File: config.mk
export PLATFORM = sky130hd
export DESIGN_NAME = rcu_dribbler
export DESIGN_NICKNAME = d
export VERILOG_FILES = /design/src/rtl/rcu_pkg.sv /design/src/rtl/rcu_sc_count.sv /design/src/rtl/rcu_dribbler.sv
export SDC_FILE = /design/constraint.sdc
export NUM_CORES = 1
export LEC_CHECK = 0
export ABC_AREA = 1
export BUFFER_PORTS_ARGS = -buffer_cell sky130_fd_sc_hd__buf_2
export CAP_MARGIN = 5
export CORE_ASPECT_RATIO = 0.8
export CORE_MARGIN = 2
export CORE_UTILIZATION = 35
export DETAILED_ROUTE_END_ITERATION = 10
export GPL_ROUTABILITY_DRIVEN = 0
export SLEW_MARGIN = 20
export SYNTH_ARGS = -nofsm -noshare
export SYNTH_HDL_FRONTEND = slang
export SYNTH_SLANG_ARGS = --single-unit
File: constraint.sdc
create_clock -name clk -period 9.6 [get_ports clk]
set_clock_uncertainty 0.15 [all_clocks]
set_input_delay 0.48 -clock clk [delete_from_list [all_inputs] [get_ports clk]]
set_output_delay 0.48 -clock clk [all_outputs]
set_load 0.1 [all_outputs]
File: src/rtl/rcu_pkg.sv
// Shared types and sizes for the RCU stack-cache dribbler and its entry counter.
package rcu_pkg;

    localparam int SC_ENTRIES = 64;
    localparam int SC_IDX_W   = 6;
    localparam int SC_CNT_W   = 7;

    typedef enum logic [2:0] {
        IDLE      = 3'd0,
        SPILL_RD  = 3'd1,
        SPILL_REQ = 3'd2,
        FILL_REQ  = 3'd3,
        FILL_WR   = 3'd4
    } dribble_state_t;

endpackage

File: src/rtl/rcu_sc_count.sv
// Stack-cache occupancy: words between optop and the cache bottom, saturated,
// plus the full-cache stall flag.
module rcu_sc_count
    import rcu_pkg::*;
(
    input  logic [31:0]         i_optop,
    input  logic [31:0]         i_sc_bottom,
    output logic [SC_CNT_W-1:0] o_cnt,
    output logic                o_sc_stall
);

    logic [29:0] w_diff;

    // Addresses are word aligned, so the word count is the difference of the word indexes.
    assign w_diff = i_sc_bottom[31:2] - i_optop[31:2];

    always_comb begin
        o_cnt = '0;
        if (i_optop > i_sc_bottom) begin
            o_cnt = '0;
        end else if (|w_diff[29:SC_CNT_W]) begin
            o_cnt = '1;
        end else begin
            o_cnt = w_diff[SC_CNT_W-1:0];
        end
    end

    assign o_sc_stall = (o_cnt >= SC_CNT_W'(SC_ENTRIES));

endmodule

File: src/rtl/rcu_dribbler.sv
// Background spill/fill engine keeping the 64-entry stack cache between its
// low and high water marks through a single-outstanding data-cache port.
module rcu_dribbler
    import rcu_pkg::*;
#(
    parameter int unsigned HI_MARK       = 48,
    parameter int unsigned LO_MARK       = 8,
    parameter logic [31:0] SC_BOTTOM_RST = 32'h0
) (
    input  logic                clk,
    input  logic                reset,
    input  logic                dribble_en,
    input  logic [31:0]         optop,
    input  logic [31:0]         stack_base,
    input  logic                bottom_ld,
    input  logic [31:0]         bottom_ld_data,
    output logic [SC_IDX_W-1:0] rf_rd_addr,
    input  logic [31:0]         rf_rd_data,
    output logic [SC_IDX_W-1:0] rf_wr_addr,
    output logic [31:0]         rf_wr_data,
    output logic                rf_wr_en,
    output logic                dc_req,
    output logic                dc_we,
    output logic [31:0]         dc_addr,
    output logic [31:0]         dc_wdata,
    input  logic                dc_ack,
    input  logic [31:0]         dc_rdata,
    output logic [31:0]         sc_bottom,
    output logic                busy,
    output logic                sc_stall
);

    localparam logic [SC_CNT_W-1:0] HI_CNT = SC_CNT_W'(HI_MARK);
    localparam logic [SC_CNT_W-1:0] LO_CNT = SC_CNT_W'(LO_MARK);

    dribble_state_t      r_state;
    logic [31:0]         r_sc_bottom;
    logic [SC_IDX_W-1:0] r_rd_addr;
    logic [SC_IDX_W-1:0] r_wr_addr;
    logic [31:0]         r_wr_data;
    logic                r_wr_en;
    logic                r_dc_req;
    logic                r_dc_we;
    logic [31:0]         r_dc_addr;
    logic [31:0]         r_dc_wdata;

    logic [SC_CNT_W-1:0] w_cnt;
    logic [31:0]         w_bot_m4;
    logic                w_start_spill;
    logic                w_start_fill;

    rcu_sc_count u_count (
        .i_optop     (optop),
        .i_sc_bottom (r_sc_bottom),
        .o_cnt       (w_cnt),
        .o_sc_stall  (sc_stall)
    );

    assign w_bot_m4      = r_sc_bottom - 32'd4;
    assign w_start_spill = dribble_en && (w_cnt > HI_CNT);
    assign w_start_fill  = dribble_en && (w_cnt < LO_CNT) && (r_sc_bottom < stack_base)
                           && (optop <= r_sc_bottom);

    always_ff @(posedge clk or posedge reset) begin
        if (reset) begin
            r_state     <= IDLE;
            r_sc_bottom <= SC_BOTTOM_RST;
            r_rd_addr   <= '0;
            r_wr_addr   <= '0;
            r_wr_data   <= '0;
            r_wr_en     <= 1'b0;
            r_dc_req    <= 1'b0;
            r_dc_we     <= 1'b0;
            r_dc_addr   <= '0;
            r_dc_wdata  <= '0;
        end else begin
            case (r_state)
                IDLE: begin
                    // A bottom reload wins over starting an operation in the same cycle.
                    if (bottom_ld) begin
                        r_sc_bottom <= bottom_ld_data;
                    end else if (w_start_spill) begin
                        r_rd_addr <= w_bot_m4[7:2];
                        r_state   <= SPILL_RD;
                    end else if (w_start_fill) begin
                        r_dc_req  <= 1'b1;
                        r_dc_we   <= 1'b0;
                        r_dc_addr <= r_sc_bottom;
                        r_state   <= FILL_REQ;
                    end
                end
                SPILL_RD: begin
                    r_dc_wdata <= rf_rd_data;
                    r_dc_req   <= 1'b1;
                    r_dc_we    <= 1'b1;
                    r_dc_addr  <= w_bot_m4;
                    r_state    <= SPILL_REQ;
                end
                SPILL_REQ: begin
                    if (dc_ack) begin
                        r_dc_req    <= 1'b0;
                        r_dc_we     <= 1'b0;
                        r_sc_bottom <= w_bot_m4;
                        r_state     <= IDLE;
                    end
                end
                FILL_REQ: begin
                    if (dc_ack) begin
                        r_dc_req  <= 1'b0;
                        r_wr_data <= dc_rdata;
                        r_wr_addr <= r_sc_bottom[7:2];
                        r_wr_en   <= 1'b1;
                        r_state   <= FILL_WR;
                    end
                end
                FILL_WR: begin
                    r_wr_en     <= 1'b0;
                    r_sc_bottom <= r_sc_bottom + 32'd4;
                    r_state     <= IDLE;
                end
                default: begin
                    r_state <= IDLE;
                end
            endcase
        end
    end

    assign rf_rd_addr = r_rd_addr;
    assign rf_wr_addr = r_wr_addr;
    assign rf_wr_data = r_wr_data;
    assign rf_wr_en   = r_wr_en;
    assign dc_req     = r_dc_req;
    assign dc_we      = r_dc_we;
    assign dc_addr    = r_dc_addr;
    assign dc_wdata   = r_dc_wdata;
    assign sc_bottom  = r_sc_bottom;
    assign busy       = (r_state != IDLE);

endmodule

=== Word level (Yosys, flattened, before mapping) ===
Cells that the tools add are included.

* Add/sub/neg operators: 3
* Magnitude comparators: 6
* Equal/unequal tests: 12
* Mux-type cells: 26
* Bitwise gates (word level): 1
* Reduce and logical (&&, ||, !) cells: 21

{| class="wikitable"
|+ Operator list
! kind !! number
|-
| two-way mux 32 bit || 5
|-
| one-hot mux 32 bit (3 select lines) || 1
|-
| one-hot mux 32 bit (2 select lines) || 1
|-
| adder 32 x 3 -> 32 bit, second input constant || 1
|-
| greater-than comparator 32 bit || 1
|-
| less-or-equal comparator 32 bit || 1
|-
| < comparator 32 bit || 1
|-
| subtractor 32 x 3 -> 32 bit, second input constant || 1
|-
| subtractor 30 bit || 1
|-
| OR reduction 23 bit || 1
|-
| two-way mux 3 bit || 5
|-
| two-way mux 7 bit || 2
|-
| != test 2 bit, second input constant || 6
|-
| one-hot mux 3 bit (4 select lines) || 1
|-
| nonzero test 3 bit || 4
|-
| AND reduction 5 bit || 2
|-
| two-way mux 1 bit || 8
|-
| AND reduction 4 bit || 2
|-
| >= comparator 7 bit, second input constant || 1
|-
| greater-than comparator 7 x 6 -> 1 bit, second input constant || 1
|-
| < comparator 7 x 4 -> 1 bit, second input constant || 1
|-
| equality test 3 x 2 -> 1 bit, second input constant || 2
|-
| one-hot mux 1 bit (3 select lines) || 2
|-
| AND reduction 3 bit || 2
|-
| other kinds (11) || 16
|}

* Bits in registers: 146
* Word-level logic and storage cells: 79

=== Depth between registers and ports, before layout ===
* Depth after elaboration: 12
* Gate-level depth with buffers: 26
* Gate-level depth less buffers: 25

=== Hierarchy ===
A second synthesis with hierarchy kept.

* Cell total of the unflattened synthesis: 1984
* Area total of the unflattened synthesis: 12864.8 um^2

{| class="wikitable"
|+ By module, submodules not included
! module !! times used !! cells an instance !! area each (um^2) !! seq. area each (um^2)
|-
| rcu_dribbler || 1 || 1347 || 9572.9 || 3653.5
|-
| rcu_sc_count || 1 || 637 || 3291.9 || 0.0
|}

=== Worst setup path before layout ===
OpenSTA, ideal clock, no wires.

* Path type: reg2out
* Start: register r_sc_bottom[2], in the netlist sc_bottom[2]
* End: output sc_stall
* Arrival time: 3.551 ns
* Slack: 5.419 ns
* Stages on the path, launching flop included: 19
* Cells stage by stage: dfrtp_1 inv_1 ha_1 fa_1 inv_1 nand3_1 nand3_1 nand2_1 nand2_1 nand2_1 nand3_1 nand2_1 nand2_1 nor2_1 nand2_1 nor2_4 nand3_1 nand2_1 inv_1

* Word-level cells in the longest chain between the ends: 5
* Elaborated cells on any way between the ends: 6
* Those cells by class: add/sub (1); order compare (2); mux (2); reduce/logical (1)

{| class="wikitable"
|+ Ends and longest elaborated chain
! element !! line !! source
|-
| start: declaration || rcu_dribbler.sv:37 || <nowiki>logic [31:0] r_sc_bottom;</nowiki>
|-
| start signal: assignment || rcu_dribbler.sv:81 || <nowiki>r_sc_bottom <= bottom_ld_data;</nowiki>
|-
| start signal: assignment || rcu_dribbler.sv:103 || <nowiki>r_sc_bottom <= w_bot_m4;</nowiki>
|-
| start signal: assignment || rcu_dribbler.sv:118 || <nowiki>r_sc_bottom <= r_sc_bottom + 32'd4;</nowiki>
|-
| subtractor 30 bit || rcu_sc_count.sv:15 || <nowiki>assign w_diff = i_sc_bottom[31:2] - i_optop[31:2];</nowiki>
|-
| OR reduction 23 bit || rcu_sc_count.sv:21 || <nowiki>end else if (|w_diff[29:SC_CNT_W]) begin</nowiki>
|-
| two-way mux 7 bit || rcu_sc_count.sv:21 ||
|-
| two-way mux 7 bit * || rcu_sc_count.sv:19 || <nowiki>if (i_optop > i_sc_bottom) begin</nowiki>
|-
| >= comparator 7 bit * || rcu_sc_count.sv:28 || <nowiki>assign o_sc_stall = (o_cnt >= SC_CNT_W'(SC_ENTRIES));</nowiki>
|-
| end: declaration || rcu_dribbler.sv:30 || <nowiki>output logic sc_stall</nowiki>
|}

Mark *: on every way between the ends. The rest lies on a longest branch, timed or not.

=== Worst setup path after layout ===
Same ends and word-level chain as after synthesis.

==> impl_results.md <==
* Status: finished clean
* Crit. End Element: output port
* Final setup fails at 0
* Number of vias per cell at 5.01
* IO Pins at 310
* Cell count after synthesis at 1,755
* Starting density of the core at 0.357
* Syn Area/Cell at 6.66 sq um
* Vias at 12,377
* H-Tree Depth at 4
* TritonRoute pass-1 iters at 8
* Slowest stage delay, CP at 0.52 ns
* Worst hold path class: in -> async
* CTS resizes at 0
* Wirelength per Cell at roughly 17 um
* Fin crit period at roughly 4.4 ns
* Worst Path Required at 8.97 ns
* Most used DFF post-synth: dfrtp_1
* Worst Setup Start Kind: flip-flop
* Sequential share of the synthesized area at 0.313
* Crit-path leading delay family: simple AND/OR/NAND/NOR gates
* CORE AREA at 32,700 sq um
* Cell Chain, Critical Path: inv_1, ha_1, fa_1, inv_1, nand3_1, nand3_1, nand2_1, nand2_1, xnor2_1, nand2_1, nor3_1, nand3_1, nor2_4, nand3_1, nand2_1, inv_1, buf_2
* Critical-path top delay cell: dfrtp_1
* GR Util All Layers at 0.240
* Commonest non-fill, non-tap cell in the layout: nand2_1
* Synth area leader: dfrtp_1
* CTS tree: done
* Root Driver: clkbuf_16
* Drt drc at 0
* Max-capacitance violation count at 0
* Vert. Die Dim at 167 um
* Chip Width at approximately 210 um
* TritonCTS Sinks at 146
* Rel. slew slack at 0.329
* Pin count of the biggest net entering global routing at 84
* Synth top area share at 0.313
* Final Hold Vio Count at 0
* Syn nets at approximately 2,000
* Total gr overflow at 0
* Slew @ Worst Pin at ~1 ns
* Cts hold-fix bufs at 0
* Post-synth EDFFs at 0
* HPWL after DPL at 33,100 um
* Fraction of layout instances using a drive strength above 1 at 0.206
* Fmax at 230 MHz
* Vias in the first global route at roughly 11,000
* Setup Crit Path Kind: reg -> out
* DR iter-0 viols at 1,205
* Cell area after synthesis at 11,700 sq um
* Setup Buffers After CTS at 0
* Syn-to-layout area delta at 21.3%
* Final worst-path cycle share at 0.453
* CP max FO at 9
* Routed wire length at 42,100 um
* Clock latency on the worst-skew pair at 0.43 ns
* FF+latch count, synth at around 150
* DRT antenna net count at 0
* Yosys warns at 0
* Pins over their slew limit at 0
* Clk slew on worst S/H paths at 0.06 ns
* Initial antenna violation count at 2
* Finished Core Util at 0.433
* Placed insts at 2,438
* Rows at 59
* Total CTS buffers at 17
* # port buffers at around 310
* Fin cells at 2,471
* Most frequent cells in the layout: nand2_1 (638), buf_2 (309), inv_1 (248)
* Post-synthesis cell type count at 48
* Die ar. at between 30,000 and 40,000 sq um
* FFs w/ async S/R, synth at 1.00
* Worst Path Buf+Inv at 4
* Nets at ~2,300
* Maximum root-to-sink buffer count at 2
* Synth area leaders: dfrtp_1 (31%), nand2_1 (20%), ha_1 (10%), inv_1 (8.0%), nand3_1 (3.7%)
* Setup TNS at 0 ns
* RSZ-0062 raised after global routing: false
* Crit path DAT at 3.72 ns
* Global-route wire length before repair at 65,800 um
layer usage:
metal,part of all wire,track usage
met5,0,0
met4,0.012,0.0510
met3,0.085,0.0510
met2,0.43,0.359
met1,0.47,0.355
final timing paths:
path	cells after the start	end	slack, ns	startpoint
worst min register to register	2	dc_wdata[30]	0.31	dc_wdata[30]
max in group asynchronous	3	dc_wdata[26]	7.89	reset
min in group clk	3	rf_wr_data[27]	0.10	dc_rdata[27]
worst max register to register	20	dc_addr[20]	5.36	sc_bottom[2]
worst max-delay path	17	sc_stall	5.25	sc_bottom[2]
worst min-delay path	2	dc_addr[26]	0.04	reset
worst register-to-register path, delay by kind of cell (launching register included):
family / cells / cell delay (ns)
XOR/XNOR: 1 / 0.14
buffers and inverters: 2 / 0.34
AO/OA/AOI/OAI: 1 / 0.22
adder cells (fa/ha/maj): 2 / 0.68
AND/OR/NAND/NOR: 14 / 2.09
flip-flops: 1 / 0.52
Yosys cell counts, types with 13 or more instances:
| library cell | instances |
|---|---|
| a21oi_1 | 80 |
| clkbuf_1 | 48 |
| dfrtp_1 | 146 |
| ha_1 | 94 |
| inv_1 | 250 |
| nand2_1 | 638 |
| nand2_2 | 13 |
| nand3_1 | 86 |
| nand4_1 | 51 |
| nor2_1 | 82 |
| nor2_2 | 20 |
| nor3_1 | 14 |
| o21ai_0 | 82 |
| xor2_1 | 31 |
registers in the layout (all words and copies together), names as in the netlist:
signal,flops
dc_addr,32
dc_wdata,32
rf_wr_data,32
sc_bottom,32
rf_rd_addr,6
rf_wr_addr,6
r_state,3
dc_req,1
dc_we,1
rf_wr_en,1
metrics by stage:
step | instance area (sq um) | hold slack [ns] | setup WS (ns)
after floorplan | 11700 | 0.362 | 5.05
after global placement | 13600 | 0.298 | 5.35
after detailed placement | 13600 | 0.303 | 5.45
after CTS | 14200 | 0.0782 | 5.30
after global routing | 14200 | 0.0850 | 4.95
final | 14200 | 0.0419 | 5.25
layout make-up:
type                    count  area, sq um
flip-flops and latches    146         3650
clock inverters            12          158
fillers                  3503        18500
inverters                 264          996
clock buffers              19          443
diodes                      2         5.00
multi-input cells        1281         6760
well taps                 427          534
repair buffers            320         1630
logic make-up after synthesis:
group,after synthesis,synth area share
and+or+nand+nor,936,0.343
buffers and inverters,328,0.111
AOI/OAI and AO/OA,212,0.103
DFF,146,0.313
adders and majority gates,95,0.102
xor gates and xnor gates,38,0.0285
Power is left out: the tool's default activity adds up to more than one toggle a clock period on the data nets, which glitch-free logic cannot reach.
